**src/rtl/calc_pkg.sv**
```systemverilog
// rtl/calc_pkg.sv - shared key codes, register map and state encoding for calc_entry_ctrl
package calc_pkg;

    localparam logic [4:0] KEY_ADD = 5'd10;
    localparam logic [4:0] KEY_SUB = 5'd11;
    localparam logic [4:0] KEY_MUL = 5'd12;
    localparam logic [4:0] KEY_DIV = 5'd13;
    localparam logic [4:0] KEY_EQ  = 5'd14;
    localparam logic [4:0] KEY_DEL = 5'd15;
    localparam logic [4:0] KEY_CLR = 5'd16;

    localparam int RA_A   = 0;
    localparam int RA_B   = 1;
    localparam int RA_RES = 2;
    localparam int RA_OP  = 3;

    typedef enum logic [2:0] {
        S_A     = 3'd0,
        S_B     = 3'd1,
        S_WAIT  = 3'd2,
        S_RES   = 3'd3,
        S_CHAIN = 3'd4,
        S_ERR   = 3'd5
    } state_e;

    function automatic logic key_is_op(input logic [4:0] code);
        return (code >= KEY_ADD) && (code <= KEY_DIV);
    endfunction

endpackage

```
**src/rtl/calc_entry_ctrl_if.sv**
```systemverilog
// rtl/calc_entry_ctrl_if.sv - key, ALU and register-file signals of calc_entry_ctrl
interface calc_entry_ctrl_if #(
    parameter int DATA_W = 8,
    parameter int ADDR_W = 4
);
    logic              key_valid;
    logic [4:0]        key_code;
    logic              alu_done;
    logic              alu_err;
    logic [DATA_W-1:0] alu_result;
    logic              rf_we;
    logic [ADDR_W-1:0] rf_waddr;
    logic [DATA_W-1:0] rf_wdata;
    logic              rf_clr;
    logic              alu_start;
    logic              busy;
    logic              error;
    logic [2:0]        state_o;

    modport master (
        output key_valid, key_code, alu_done, alu_err, alu_result,
        input  rf_we, rf_waddr, rf_wdata, rf_clr, alu_start, busy, error, state_o
    );

    modport slave (
        input  key_valid, key_code, alu_done, alu_err, alu_result,
        output rf_we, rf_waddr, rf_wdata, rf_clr, alu_start, busy, error, state_o
    );
endinterface

```
**src/rtl/calc_digit_acc.sv**
```systemverilog
// rtl/calc_digit_acc.sv - decimal digit append (acc*10+d) with limits, and backspace (acc/10)
module calc_digit_acc #(
    parameter int DATA_W     = 8,
    parameter int CNT_W      = 2,
    parameter int MAX_DIGITS = 3
) (
    input  logic [DATA_W-1:0] acc,
    input  logic [CNT_W-1:0]  cnt,
    input  logic [3:0]        digit,
    output logic              push_ok,
    output logic [DATA_W-1:0] push_acc,
    output logic [DATA_W-1:0] pop_acc
);
    logic [DATA_W+3:0] wide;

    always_comb begin
        // Four extra bits hold acc*10+9 for any acc, so overflow is just a non-zero top nibble.
        wide     = {4'd0, acc} * (DATA_W + 4)'(10) + {{DATA_W{1'b0}}, digit};
        push_ok  = (cnt < CNT_W'(MAX_DIGITS)) && (wide[DATA_W+3:DATA_W] == 4'd0);
        push_acc = wide[DATA_W-1:0];
        pop_acc  = acc / DATA_W'(10);
    end
endmodule

```
**src/rtl/calc_entry_ctrl.sv**
```systemverilog
// rtl/calc_entry_ctrl.sv - keypad-to-register-file sequencer that drives and supervises the ALU
module calc_entry_ctrl
    import calc_pkg::*;
#(
    parameter int DATA_W      = 8,
    parameter int ADDR_W      = 4,
    parameter int MAX_DIGITS  = 3,
    parameter int ALU_TIMEOUT = 255
) (
    input  logic             clk,
    input  logic             rst,
    calc_entry_ctrl_if.slave bus
);
    localparam int CNT_W = $clog2(MAX_DIGITS + 1);
    localparam int TMR_W = $clog2(ALU_TIMEOUT + 1);

    state_e            state_q, state_d;
    logic [DATA_W-1:0] acc_a_q, acc_a_d, acc_b_q, acc_b_d, res_q, res_d;
    logic [CNT_W-1:0]  cnt_a_q, cnt_a_d, cnt_b_q, cnt_b_d;
    logic [4:0]        op_q, op_d;
    logic              chain_ph_q, chain_ph_d;
    logic [TMR_W-1:0]  timer_q, timer_d;
    logic              rf_we_q, rf_we_d, rf_clr_q, rf_clr_d;
    logic [ADDR_W-1:0] rf_waddr_q, rf_waddr_d;
    logic [DATA_W-1:0] rf_wdata_q, rf_wdata_d;
    logic              alu_start_q, alu_start_d, busy_q, busy_d, error_q, error_d;

    logic              in_b, is_digit, is_op, is_eq, is_del, is_clr;
    logic [DATA_W-1:0] cur_acc, nxt_acc, push_acc, pop_acc;
    logic [CNT_W-1:0]  cur_cnt, nxt_cnt;
    logic [ADDR_W-1:0] cur_addr;
    logic              push_ok;

    assign in_b     = (state_q == S_B);
    assign cur_acc  = in_b ? acc_b_q : acc_a_q;
    assign cur_cnt  = in_b ? cnt_b_q : cnt_a_q;
    assign cur_addr = in_b ? ADDR_W'(RA_B) : ADDR_W'(RA_A);
    assign is_digit = (bus.key_code <= 5'd9);
    assign is_op    = key_is_op(bus.key_code);
    assign is_eq    = (bus.key_code == KEY_EQ);
    assign is_del   = (bus.key_code == KEY_DEL);
    assign is_clr   = (bus.key_code == KEY_CLR);

    calc_digit_acc #(
        .DATA_W    (DATA_W),
        .CNT_W     (CNT_W),
        .MAX_DIGITS(MAX_DIGITS)
    ) u_digit_acc (
        .acc     (cur_acc),
        .cnt     (cur_cnt),
        .digit   (bus.key_code[3:0]),
        .push_ok (push_ok),
        .push_acc(push_acc),
        .pop_acc (pop_acc)
    );

    always_comb begin
        state_d     = state_q;
        acc_a_d     = acc_a_q;
        acc_b_d     = acc_b_q;
        cnt_a_d     = cnt_a_q;
        cnt_b_d     = cnt_b_q;
        res_d       = res_q;
        op_d        = op_q;
        chain_ph_d  = chain_ph_q;
        timer_d     = timer_q;
        rf_we_d     = 1'b0;
        rf_waddr_d  = '0;
        rf_wdata_d  = '0;
        rf_clr_d    = 1'b0;
        alu_start_d = 1'b0;
        nxt_acc     = cur_acc;
        nxt_cnt     = cur_cnt;

        // CLR pre-empts everything, including a same-cycle alu_done and a pending chain write.
        if (bus.key_valid && is_clr) begin
            rf_clr_d   = 1'b1;
            state_d    = S_A;
            acc_a_d    = '0;
            acc_b_d    = '0;
            cnt_a_d    = '0;
            cnt_b_d    = '0;
            res_d      = '0;
            op_d       = '0;
            chain_ph_d = 1'b0;
            timer_d    = '0;
        end else begin
            unique case (state_q)
                S_A, S_B: begin
                    if (bus.key_valid) begin
                        if (is_digit) begin
                            if (push_ok) begin
                                nxt_acc    = push_acc;
                                nxt_cnt    = cur_cnt + 1'b1;
                                rf_we_d    = 1'b1;
                                rf_waddr_d = cur_addr;
                                rf_wdata_d = push_acc;
                            end
                        end else if (is_op) begin
                            if (in_b ? (cur_cnt == '0) : (cur_cnt != '0)) begin
                                op_d       = bus.key_code;
                                rf_we_d    = 1'b1;
                                rf_waddr_d = ADDR_W'(RA_OP);
                                rf_wdata_d = DATA_W'(bus.key_code);
                                state_d    = S_B;
                            end
                        end else if (is_eq) begin
                            if (in_b && (cur_cnt != '0)) begin
                                alu_start_d = 1'b1;
                                timer_d     = '0;
                                state_d     = S_WAIT;
                            end
                        end else if (is_del) begin
                            if (cur_cnt != '0) begin
                                nxt_acc    = pop_acc;
                                nxt_cnt    = cur_cnt - 1'b1;
                                rf_we_d    = 1'b1;
                                rf_waddr_d = cur_addr;
                                rf_wdata_d = pop_acc;
                            end else if (in_b) begin
                                state_d = S_A;
                            end
                        end
                    end
                    if (in_b) begin
                        acc_b_d = nxt_acc;
                        cnt_b_d = nxt_cnt;
                    end else begin
                        acc_a_d = nxt_acc;
                        cnt_a_d = nxt_cnt;
                    end
                end
                S_WAIT: begin
                    timer_d = timer_q + 1'b1;
                    if (bus.alu_done) begin
                        if (!bus.alu_err) begin
                            res_d      = bus.alu_result;
                            rf_we_d    = 1'b1;
                            rf_waddr_d = ADDR_W'(RA_RES);
                            rf_wdata_d = bus.alu_result;
                            state_d    = S_RES;
                        end else begin
                            state_d = S_ERR;
                        end
                    end else if (timer_d == TMR_W'(ALU_TIMEOUT)) begin
                        state_d = S_ERR;
                    end
                end
                S_RES: begin
                    if (bus.key_valid && is_digit) begin
                        acc_a_d    = DATA_W'(bus.key_code[3:0]);
                        cnt_a_d    = CNT_W'(1);
                        acc_b_d    = '0;
                        cnt_b_d    = '0;
                        rf_we_d    = 1'b1;
                        rf_waddr_d = ADDR_W'(RA_A);
                        rf_wdata_d = DATA_W'(bus.key_code[3:0]);
                        state_d    = S_A;
                    end else if (bus.key_valid && is_op) begin
                        // Result becomes a full-length A so no further digits can extend it.
                        acc_a_d    = res_q;
                        cnt_a_d    = CNT_W'(MAX_DIGITS);
                        acc_b_d    = '0;
                        cnt_b_d    = '0;
                        op_d       = bus.key_code;
                        chain_ph_d = 1'b0;
                        rf_we_d    = 1'b1;
                        rf_waddr_d = ADDR_W'(RA_A);
                        rf_wdata_d = res_q;
                        state_d    = S_CHAIN;
                    end
                end
                S_CHAIN: begin
                    if (!chain_ph_q) begin
                        chain_ph_d = 1'b1;
                        rf_we_d    = 1'b1;
                        rf_waddr_d = ADDR_W'(RA_OP);
                        rf_wdata_d = DATA_W'(op_q);
                    end else begin
                        state_d = S_B;
                    end
                end
                default: ;
            endcase
        end

        busy_d  = (state_d == S_WAIT) || (state_d == S_CHAIN);
        error_d = (state_d == S_ERR);
    end

    always_ff @(posedge clk) begin
        if (rst) begin
            state_q     <= S_A;
            acc_a_q     <= '0;
            acc_b_q     <= '0;
            cnt_a_q     <= '0;
            cnt_b_q     <= '0;
            res_q       <= '0;
            op_q        <= '0;
            chain_ph_q  <= 1'b0;
            timer_q     <= '0;
            rf_we_q     <= 1'b0;
            rf_waddr_q  <= '0;
            rf_wdata_q  <= '0;
            rf_clr_q    <= 1'b0;
            alu_start_q <= 1'b0;
            busy_q      <= 1'b0;
            error_q     <= 1'b0;
        end else begin
            state_q     <= state_d;
            acc_a_q     <= acc_a_d;
            acc_b_q     <= acc_b_d;
            cnt_a_q     <= cnt_a_d;
            cnt_b_q     <= cnt_b_d;
            res_q       <= res_d;
            op_q        <= op_d;
            chain_ph_q  <= chain_ph_d;
            timer_q     <= timer_d;
            rf_we_q     <= rf_we_d;
            rf_waddr_q  <= rf_waddr_d;
            rf_wdata_q  <= rf_wdata_d;
            rf_clr_q    <= rf_clr_d;
            alu_start_q <= alu_start_d;
            busy_q      <= busy_d;
            error_q     <= error_d;
        end
    end

    assign bus.rf_we     = rf_we_q;
    assign bus.rf_waddr  = rf_waddr_q;
    assign bus.rf_wdata  = rf_wdata_q;
    assign bus.rf_clr    = rf_clr_q;
    assign bus.alu_start = alu_start_q;
    assign bus.busy      = busy_q;
    assign bus.error     = error_q;
    assign bus.state_o   = state_q;
endmodule
```
**src/flat_wrapper.sv**
```systemverilog
// flat-port wrapper written by rule: the top's interface ports become plain ports
module calc_entry_ctrl_flat import calc_pkg::*;
#(
    parameter int DATA_W      = 8,
    parameter int ADDR_W      = 4,
    parameter int MAX_DIGITS  = 3,
    parameter int ALU_TIMEOUT = 255
)
  (clk, rst, bus_key_valid, bus_key_code, bus_alu_done, bus_alu_err, bus_alu_result, bus_rf_we, bus_rf_waddr, bus_rf_wdata, bus_rf_clr, bus_alu_start, bus_busy, bus_error, bus_state_o);
  calc_entry_ctrl_if #(.DATA_W(DATA_W), .ADDR_W(ADDR_W)) bus_i ();
  input  logic clk;
  input  logic rst;
  input wire logic [$bits(bus_i.key_valid)-1:0] bus_key_valid;
  input wire logic [$bits(bus_i.key_code)-1:0] bus_key_code;
  input wire logic [$bits(bus_i.alu_done)-1:0] bus_alu_done;
  input wire logic [$bits(bus_i.alu_err)-1:0] bus_alu_err;
  input wire logic [$bits(bus_i.alu_result)-1:0] bus_alu_result;
  output wire logic [$bits(bus_i.rf_we)-1:0] bus_rf_we;
  output wire logic [$bits(bus_i.rf_waddr)-1:0] bus_rf_waddr;
  output wire logic [$bits(bus_i.rf_wdata)-1:0] bus_rf_wdata;
  output wire logic [$bits(bus_i.rf_clr)-1:0] bus_rf_clr;
  output wire logic [$bits(bus_i.alu_start)-1:0] bus_alu_start;
  output wire logic [$bits(bus_i.busy)-1:0] bus_busy;
  output wire logic [$bits(bus_i.error)-1:0] bus_error;
  output wire logic [$bits(bus_i.state_o)-1:0] bus_state_o;
  assign bus_i.key_valid = bus_key_valid;
  assign bus_i.key_code = bus_key_code;
  assign bus_i.alu_done = bus_alu_done;
  assign bus_i.alu_err = bus_alu_err;
  assign bus_i.alu_result = bus_alu_result;
  assign bus_rf_we = bus_i.rf_we;
  assign bus_rf_waddr = bus_i.rf_waddr;
  assign bus_rf_wdata = bus_i.rf_wdata;
  assign bus_rf_clr = bus_i.rf_clr;
  assign bus_alu_start = bus_i.alu_start;
  assign bus_busy = bus_i.busy;
  assign bus_error = bus_i.error;
  assign bus_state_o = bus_i.state_o;
  calc_entry_ctrl #(.DATA_W(DATA_W), .ADDR_W(ADDR_W), .MAX_DIGITS(MAX_DIGITS), .ALU_TIMEOUT(ALU_TIMEOUT)) u_core (.clk(clk), .rst(rst), .bus(bus_i));
endmodule
```
**config.mk**
```make
export PLATFORM = sky130hd
export DESIGN_NAME = calc_entry_ctrl_flat
export DESIGN_NICKNAME = d
export VERILOG_FILES = /design/src/rtl/calc_pkg.sv /design/src/rtl/calc_entry_ctrl_if.sv /design/src/rtl/calc_digit_acc.sv /design/src/rtl/calc_entry_ctrl.sv /design/src/flat_wrapper.sv
export SDC_FILE = /design/constraint.sdc
export NUM_CORES = 1
export LEC_CHECK = 0
export CAP_MARGIN = 20
export CORE_UTILIZATION = 40
export DETAILED_ROUTE_END_ITERATION = 16
export PLACE_DENSITY = 0.66
export SKIP_LAST_GASP = 1
export SYNTH_ARGS = -nofsm -noshare
export SYNTH_HDL_FRONTEND = slang
export SYNTH_SLANG_ARGS = --single-unit
```
**constraint.sdc**
```tcl
create_clock -name clk -period 7.8 [get_ports clk]
set_clock_uncertainty 0.05 [all_clocks]
set_input_delay 1.56 -clock clk [delete_from_list [all_inputs] [get_ports clk]]
set_output_delay 1.56 -clock clk [all_outputs]
set_load 0.05 [all_outputs]
```
# ---- After elaboration in Yosys (flattened, before gate mapping)
# Index checks and enable logic that the tools add are counted.
dict set report op_classes {
  n_mux 109
  div 1
  n_reduce_logical 23
  n_addsub 4
  bitwise 4
  magnitude_cmp 4
  eq_ne 23
  mul 1
}
# cell count
set ops {}
lappend ops {{8-bit two-way mux} 30}
lappend ops {{3-bit two-way mux} 16}
lappend ops {{8-bit one-hot mux with 2 select lines} 3}
lappend ops {{5-bit two-way mux} 8}
lappend ops {{2-bit two-way mux} 17}
lappend ops {{4-bit two-way mux} 8}
lappend ops {{8-bit one-hot mux with 4 select lines} 1}
lappend ops {{1-bit two-way mux} 19}
lappend ops {{12-bit by 4-bit adder with 12-bit output} 1}
lappend ops {{2-bit by 1-bit inequality test with 1-bit output, second input constant} 6}
lappend ops {{3-bit one-hot mux with 4 select lines} 1}
lappend ops {{4-bit one-hot mux with 3 select lines} 1}
lappend ops {{3-bit AND reduction} 4}
lappend ops {{8-bit by 3-bit multiplier with 11-bit output, second input constant} 1}
lappend ops {{5-bit by 4-bit equality test with 1-bit output, second input constant} 2}
lappend ops {{5-bit by 4-bit <= comparator with 1-bit output, second input constant} 2}
lappend ops {{2-bit inequality test, second input constant} 5}
lappend ops {{5-bit one-hot mux with 2 select lines} 1}
lappend ops {{3-bit by 2-bit equality test with 1-bit output, second input constant} 3}
lappend ops {{3-bit equality test, second input constant} 3}
lappend ops {{8-bit by 1-bit adder with 8-bit output, second input constant} 1}
lappend ops {{8-bit by 4-bit divider with 8-bit output, second input constant} 1}
lappend ops {{8-bit equality test, second input constant} 1}
lappend ops {{2-bit one-hot mux with 2 select lines} 2}
lappend ops {{other kinds (20)} 32}
dict set report word_totals {
  register_bits 62
  inputBits 18
}

# ---- Logic depth before layout (Yosys ltp)
# Gate-level depths: netlist of run 1.
dict set report depth {
  word_depth 13
  mapped_depth 22
}

# ---- Hierarchy
# A second synthesis of run 1 with hierarchy kept.
dict set report hier_totals {
  hier_cells 535
  area_unflattened_um2 4350.4
}
# mod area_each_um2 instances cells_per_inst seq_area_each_um2
set modules_own_cells {}
lappend modules_own_cells {calc_entry_ctrl 3482.1 1 420 1201.2}
lappend modules_own_cells {calc_digit_acc 868.3 1 115 0.0}

# ---- Least setup slack after synthesis of run 1
# No wires, ideal clock.
dict set report synth_path {
  path_type {flip-flop to flip-flop}
  startpoint {register u_core.state_q[0], in the netlist u_core.bus.state_o[0]}
  endpoint {register u_core.cnt_b_q[1]}
  synth_period_minus_slack_ps 4743
  stages_incl_launch_ff 21
  t_arrival_ps 4561
  slack_ps 3057
  setup_time_ps 132
  path_buffers 4
  path_cell_list {dfxtp_1 > or3b_1 > buf_6 > inv_8 > buf_12 > buf_12 > mux2i_1 > inv_1 > ha_1 > ha_1 > inv_1 > fa_1 > nand2b_1 > nor3_1 > nand4_1 > a22oi_2 > and2_1 > buf_2 > mux2_4 > o211ai_1 > a21oi_1}
}
dict set report synth_between {
  elab_chain_len 11
}
# item line_no
set synth_lines {}
lappend synth_lines {{from (decl)} calc_entry_ctrl.sv:17} ;# state_e state_q, state_d;
lappend synth_lines {{from (signal assigned)} calc_entry_ctrl.sv:210} ;# state_q <= state_d;
lappend synth_lines {{3-bit by 1-bit equality test with 1-bit output} {calc_entry_ctrl.sv:34, calc_entry_ctrl.sv:88}}
lappend synth_lines {{8-bit two-way mux or 2-bit two-way mux (tied branches)} {calc_entry_ctrl.sv:35, calc_entry_ctrl.sv:36}}
lappend synth_lines {{8-bit by 3-bit multiplier with 11-bit output, or another cell as far along} calc_digit_acc.sv:18} ;# wide = {4'd0, acc} * (DATA_W + 4)'(10) + {{DATA_W{1'b0}}, digit};
lappend synth_lines {{12-bit by 4-bit adder with 12-bit output or 2-bit two-way mux (tied branches)} {calc_digit_acc.sv:18, calc_entry_ctrl.sv:114}}
lappend synth_lines {{4-bit zero test or 2-bit two-way mux (tied branches)} {calc_digit_acc.sv:19, calc_entry_ctrl.sv:113}}
lappend synth_lines {{1-bit logical AND or 2-bit two-way mux (tied branches)} {calc_digit_acc.sv:19, calc_entry_ctrl.sv:107}}
lappend synth_lines {{2-bit two-way mux, on equally long branches} {calc_entry_ctrl.sv:92, calc_entry_ctrl.sv:99}}
lappend synth_lines {{2-bit two-way mux} calc_entry_ctrl.sv:91} ;# if (is_digit) begin
lappend synth_lines {{2-bit two-way mux} calc_entry_ctrl.sv:90} ;# if (bus.key_valid) begin
lappend synth_lines {{2-bit two-way mux} calc_entry_ctrl.sv:125} ;# if (in_b) begin
lappend synth_lines {{2-bit one-hot mux with 2 select lines} calc_entry_ctrl.sv:88} ;# unique case (state_q)
lappend synth_lines {{to (signal assigned)} calc_entry_ctrl.sv:214} ;# cnt_b_q <= cnt_b_d;
lappend synth_lines {{to (decl)} calc_entry_ctrl.sv:19} ;# logic [CNT_W-1:0] cnt_a_q, cnt_a_d, cnt_b_q, cnt_b_d;
# Parallel ways exist; a longest one is shown, timed or not. The select of a mux whose other input is x is not followed.
# A chain may end at the register's enable or synchronous reset.

# ---- Worst setup path after layout of run 1
# Same ends and word-level chain as after synthesis.

==> flow_summary.ini, run 1 <==
[routing]
drt_wl_total_um = 13410
via_count = 4506
vias_per_cell = 6.056
first_iter_violations = 334
ant_nets = 0
drtPass1Iterations = 6
route.detailed.drc = 0
wl_per_cell_um = 18.03

[setup_path]
crit_path_start_kind = flip-flop
end_kind = flip-flop
worstPathRequired_ns = 7.96
path_class = flip-flop to flip-flop
critPathMaxFanout = 35
critical_path_arrival_ns = 5.41

[clock_network]
clock_latency_ns = 0.37
htreeDepth = 3
clk_pin_slew_worst_paths_ns = 0.07
cts_tree = done
clock-sinks = 60
post_cts_buffers = 0
cts_buffer_depth = 2
holdBufCountCts = 0
cts_made_buffers = 9
post_cts_resize_count = 0
cts-root-buf = clkbuf_8

[layout]
antennaDiodeCount = 0
areaGrowthSynthToFinish_pct = 11.13
final_cell_area_um2 = 4996
final_common_cell = nor2_1
drive_gt1_frac = 0.06623
fillers = 1069
nNetsFinal = 642
final_cells = 744
mostFrequentLayoutCells = nor2_1, nand2_1, a21oi_1, dfxtp_1, clkdlybuf4s50_1

[global_route]
grt_pass1_wl_um = 21590
grt_max_degree = 36
antenna_found_initial = 0
track_usage = 0.2420
grt_pass1_vias = 4133
grt_overflow = 0

[placement]
io_buffers = 35
hpwl_um = 9909
place_congestion = 0.9551
pre_cts_slack_ns = 2.637
dp_cells = 728
dpl_cell_area_um2 = 4818

[yosys]
synth_edf_count = 0
syn_area_um2 = 4496
yosysUniqueCellTypes = 81
synth_warnings = 0
synthArstFlopShare = 0
ys.flop_type = dfxtp_1
synthCells = 591
seq_area_frac_synth = 0.2672
ys_seq_elements = 60
synth.avg_cell_area_um2 = 7.607

[pwr]
leakage_uw = 0.001890
vdd_drop_max_mv = 0.1098
p_per_area_nw_per_um2 = 143.5

[die]
initial_core_util = 0.4129
coreArea_um2 = 10890
dieArea_um2 = 11670
rows = 38
die_h_um = 108.0
io_pins = 38
dieWidth_um = 108.0

[timing]
min_period_over_period = 0.6735
hold_viol_final = 0
min_period_ns = 5.253
finalSetupViolCount = 0
fmax_mhz = 190.4
drv_slew = 0
worstMarginPinSlew_ns = 0.9352
max_slew_margin = 0.3742
fin_tns_setup_ns = 0
rsz0062_at_grt = false
worst_slack_ns = 2.547

[worst_hold_path]
hold_path_class = flip-flop to flip-flop

[job]
cap_violations = 0

[run_status]
run_status = completed
cells by family after synthesis:
group / count (synthesis) / synth area share
AOI/OAI and AO/OA: 182 / 0.2755
and+or+nand+nor: 228 / 0.2449
buffers and inverters: 66 / 0.07097
DFF: 60 / 0.2672
adders and majority gates: 25 / 0.07292
xor gates and xnor gates: 13 / 0.02533
muxes: 16 / 0.04230
other: 1 / 0.0008342
cell type report:
cell class	count	area [um^2]	share of cell area
multi-input combinational	466	2979	0.5963
sequential	60	1201	0.2404
timing repair buffer	36	357.8	0.07163
tap	140	175.2	0.03506
clock buffer	11	141.4	0.02830
inverter	26	105.1	0.02104
clock inverter	5	36.28	0.007263
final timing paths:
kind | startpoint | to | slack (ns) | cells past startpoint
max | u_core.bus.state_o[0]$_SDFF_PP0_ | u_core.cnt_b_q[1]$_SDFFE_PP0P_ | 2.55 | 16
min | u_core.op_q[4]$_SDFFE_PP0P_ | u_core.op_q[4]$_SDFFE_PP0P_ | 0.41 | 2
max reg2reg | u_core.bus.state_o[0]$_SDFF_PP0_ | u_core.cnt_b_q[1]$_SDFFE_PP0P_ | 2.55 | 16
min reg2reg | u_core.op_q[4]$_SDFFE_PP0P_ | u_core.op_q[4]$_SDFFE_PP0P_ | 0.41 | 2
state kept, by name, summed over array words and instances (netlist names):
signal and flops:
u_core.acc_a_q 8, u_core.acc_b_q 8, u_core.bus.rf_wdata 8, u_core.res_q 8, u_core.timer_q 8, u_core.op_q 5
u_core.bus.state_o 3, u_core.bus.rf_waddr 2, u_core.cnt_a_q 2, u_core.cnt_b_q 2, u_core.bus.alu_start 1, u_core.bus.busy 1
u_core.bus.error 1, u_core.bus.rf_clr 1, u_core.bus.rf_we 1, u_core.chain_ph_q 1
power breakdown:
group	switching [uW]	internal (uW)
Clock	139	124
Combinational	86.0	51.6
Sequential	5.22	311
Yosys cell counts, types with 6 or more instances:
library cell | instances | area [um^2]
a21oi_1 | 60 | 300.3
a221oi_1 | 7 | 61.31
a31oi_1 | 15 | 93.84
and3_1 | 11 | 68.82
clkbuf_1 | 28 | 105.1
dfxtp_1 | 60 | 1201
ha_1 | 23 | 287.8
inv_1 | 22 | 82.58
mux2i_1 | 13 | 130.1
nand2_1 | 62 | 232.7
nand2b_1 | 11 | 68.82
nand3_1 | 15 | 75.07
nor2_1 | 68 | 255.2
nor2b_1 | 8 | 50.05
nor3_1 | 14 | 70.07
o21ai_0 | 26 | 130.1
o22ai_1 | 6 | 37.54
or2_2 | 6 | 37.54
xnor2_1 | 9 | 78.83
metal layers:
metal | global-route usage | wire, um | vias to the layer above
met5 | 0 | 0 | -
met1 | 0.2976 | 5720 | 2094
met2 | 0.3785 | 6117 | 208
met4 | 0.1380 | 541 | 0
li1 | - | - | 2161
met3 | 0.06751 | 1033 | 43
through the flow:
step / hold WS, ns / util / total power (uW)
after floorplan: 0.3590 / - / 418.9
after global placement: 0.3786 / 0.4425 / 455.2
after CTS: 0.4014 / 0.4589 / 718.5
final: 0.4087 / 0.4589 / 717.0
after detailed placement: 0.3906 / 0.4425 / 456.6
after global routing: 0.4181 / 0.4589 / 745.2
worst max-delay path, cell delays in order, from the launching register on:
cell and delay (ns):
dfxtp_1 0.57, or3b_1 0.63, inv_8 0.30, mux2i_1 0.44, inv_1 0.12, ha_1 0.31, ha_1 0.21, inv_1 0.07
fa_1 0.43, nand2b_1 0.19, nor3_1 0.25, nand4_1 0.24, a22oi_2 0.31, and2_1 0.38, mux2_4 0.34, o211ai_1 0.16
a21oi_1 0.09
(Power assumes the default switching activity.)
==> inputs of run 2 (changes only) <==
==> constraint.sdc (replaced) <==
create_clock -name clk -period 5.1 [get_ports clk]
set_clock_uncertainty 0.05 [all_clocks]
set_input_delay 1.02 -clock clk [delete_from_list [all_inputs] [get_ports clk]]
set_output_delay 1.02 -clock clk [all_outputs]
set_load 0.05 [all_outputs]
==> flow_summary.ini, run 2 (synthesis gave the netlist of run 1 again) <==
[run_status]
run_status = completed

[clock_network]
post_cts_buffers = 0
clk_pin_slew_worst_paths_ns = 0.07
clock-sinks = 60
post_cts_resize_count = 0
holdBufCountCts = 0
cts_made_buffers = 9
clock_latency_ns = 0.35
cts_buffer_depth = 2
htreeDepth = 3
cts-root-buf = clkbuf_8
cts_tree = done

[setup_path]
worstPathRequired_ns = 5.28
max_stage_delay_ns = 0.51
cp-startpoint = u_core.bus.state_o[1]$_SDFF_PP0_
reg2reg_from = u_core.bus.state_o[1]$_SDFF_PP0_
worst_r2r_path_depth = 16
path_class = flip-flop to flip-flop
crit_chain = or3b_1, inv_8, mux2i_1, inv_1, ha_1, ha_1, inv_1, fa_1, nand2b_1, nor3_1, nand4_1, a2111oi_4, mux2i_1, nor2_1, a31oi_1, a21oi_1
critPathMaxFanout = 35
crit_path_start_kind = flip-flop
end_kind = flip-flop
cp_slowest_cell = a2111oi_4
critical_path_arrival_ns = 4.98

[global_route]
grt_max_degree = 36
track_usage = 0.2396
grt_overflow = 0
antenna_found_initial = 0
grt_pass1_wl_um = 21690
grt_pass1_vias = 4253

[routing]
route.detailed.drc = 0
first_iter_violations = 266
drtPass1Iterations = 5
drt_wl_total_um = 13480
ant_nets = 0
via_count = 4571
wl_per_cell_um = 17.88
vias_per_cell = 6.062

[timing]
rsz0062_at_grt = false
min_period_over_period = 0.9407
fmax_mhz = 208.4
worst_slack_ns = 0.3026
hold_viol_final = 0
min_period_ns = 4.797
max_slew_margin = 0.3837
worstMarginPinSlew_ns = 0.9211
fin_tns_setup_ns = 0
drv_slew = 0
finalSetupViolCount = 0

[die]
initial_core_util = 0.4129
dieWidth_um = 108.0
die_h_um = 108.0
rows = 38
io_pins = 38
dieArea_um2 = 11670
coreArea_um2 = 10890

[layout]
mostFrequentLayoutCells = nor2_1, nand2_1, a21oi_1, dfxtp_1, clkdlybuf4s50_1
nNetsFinal = 652
antennaDiodeCount = 0
drive_gt1_frac = 0.07980
final_common_cell = nor2_1
fillers = 1069
areaGrowthSynthToFinish_pct = 12.86

[placement]
place_congestion = 0.8906
io_buffers = 35
hpwl_um = 10170
pre_cts_slack_ns = 0.4028

[worst_hold_path]
whs_path_depth = 2
min-delay-start = u_core.op_q[4]$_SDFFE_PP0P_
hold_path_class = flip-flop to flip-flop

[pwr]
vdd_drop_max_mv = 0.1611
leakage_uw = 0.001947
p_total_uw = 1095
p_per_area_nw_per_um2 = 215.9

[job]
cap_violations = 0
[run 2: cell type report]
type | count | area (um^2) | area share
clock inverters | 3 | 21.27 | 0.004192
clock buffers | 13 | 158.9 | 0.03132
flip-flops and latches | 60 | 1201 | 0.2367
multi-input cells | 466 | 2979 | 0.5872
repair buffers | 46 | 432.9 | 0.08533
well taps | 140 | 175.2 | 0.03453
inverters | 26 | 105.1 | 0.02072
[run 2: stage by stage]
stage | cell area (um^2) | hold slack [ns] | utilization | std cells
floorplan | 4499 | 0.3590 | - | 592
global placement | 4893 | 0.3661 | 0.4494 | 738
detailed placement | 4893 | 0.3802 | 0.4494 | 738
CTS | 5074 | 0.3898 | 0.4660 | 754
global route | 5074 | 0.4202 | 0.4660 | 754
finish | 5074 | 0.3926 | 0.4660 | 754
[run 2: worst max-delay path, delay by kind of cell (launching register included)]
family | cells | cell delay, ns
AND/OR/NAND/NOR | 5 | 1.22
adder cells (fa/ha/maj) | 3 | 0.98
flip-flops | 1 | 0.31
multiplexers | 2 | 0.91
AO/OA/AOI/OAI | 3 | 0.78
buffers and inverters | 3 | 0.43
[run 2: worst paths after layout]
kind | slack [ns] | end
max | 0.30 | u_core.acc_a_q[5]$_SDFFE_PP0P_
max reg2reg | 0.30 | u_core.acc_a_q[5]$_SDFFE_PP0P_
min reg2reg | 0.39 | u_core.op_q[4]$_SDFFE_PP0P_
min | 0.39 | u_core.op_q[4]$_SDFFE_PP0P_
[run 2: metal layers]
layer  vias to the layer above  global-route usage  part of all wire
li1                       2180                   -                 -
met1                      2176              0.3001              0.43
met2                       178              0.3840              0.46
met3                        37             0.05726             0.070
met4                         0              0.1174             0.033
met5                         -                   0                 0
[run 2: power by group]
part           switching (uW)  internal [uW]  leakage, uW  total (uW)
combinational             130           81.5      0.00137         212
clock                     197            203    0.0000896         400
sequential               7.39            476     0.000484         484
total                     335            761      0.00195        1100
==> inputs of run 3 (changes only) <==
--- a/config.mk
+++ b/config.mk
@@ -8,8 +8,10 @@
 export CAP_MARGIN = 20
 export CORE_UTILIZATION = 40
 export DETAILED_ROUTE_END_ITERATION = 16
+export GPL_ROUTABILITY_DRIVEN = 1
 export PLACE_DENSITY = 0.66
 export SKIP_LAST_GASP = 1
+export SLEW_MARGIN = 15
 export SYNTH_ARGS = -nofsm -noshare
 export SYNTH_HDL_FRONTEND = slang
 export SYNTH_SLANG_ARGS = --single-unit
==> results of run 3 <==
The final DEF is identical to that of run 2; final timing and power are the same.
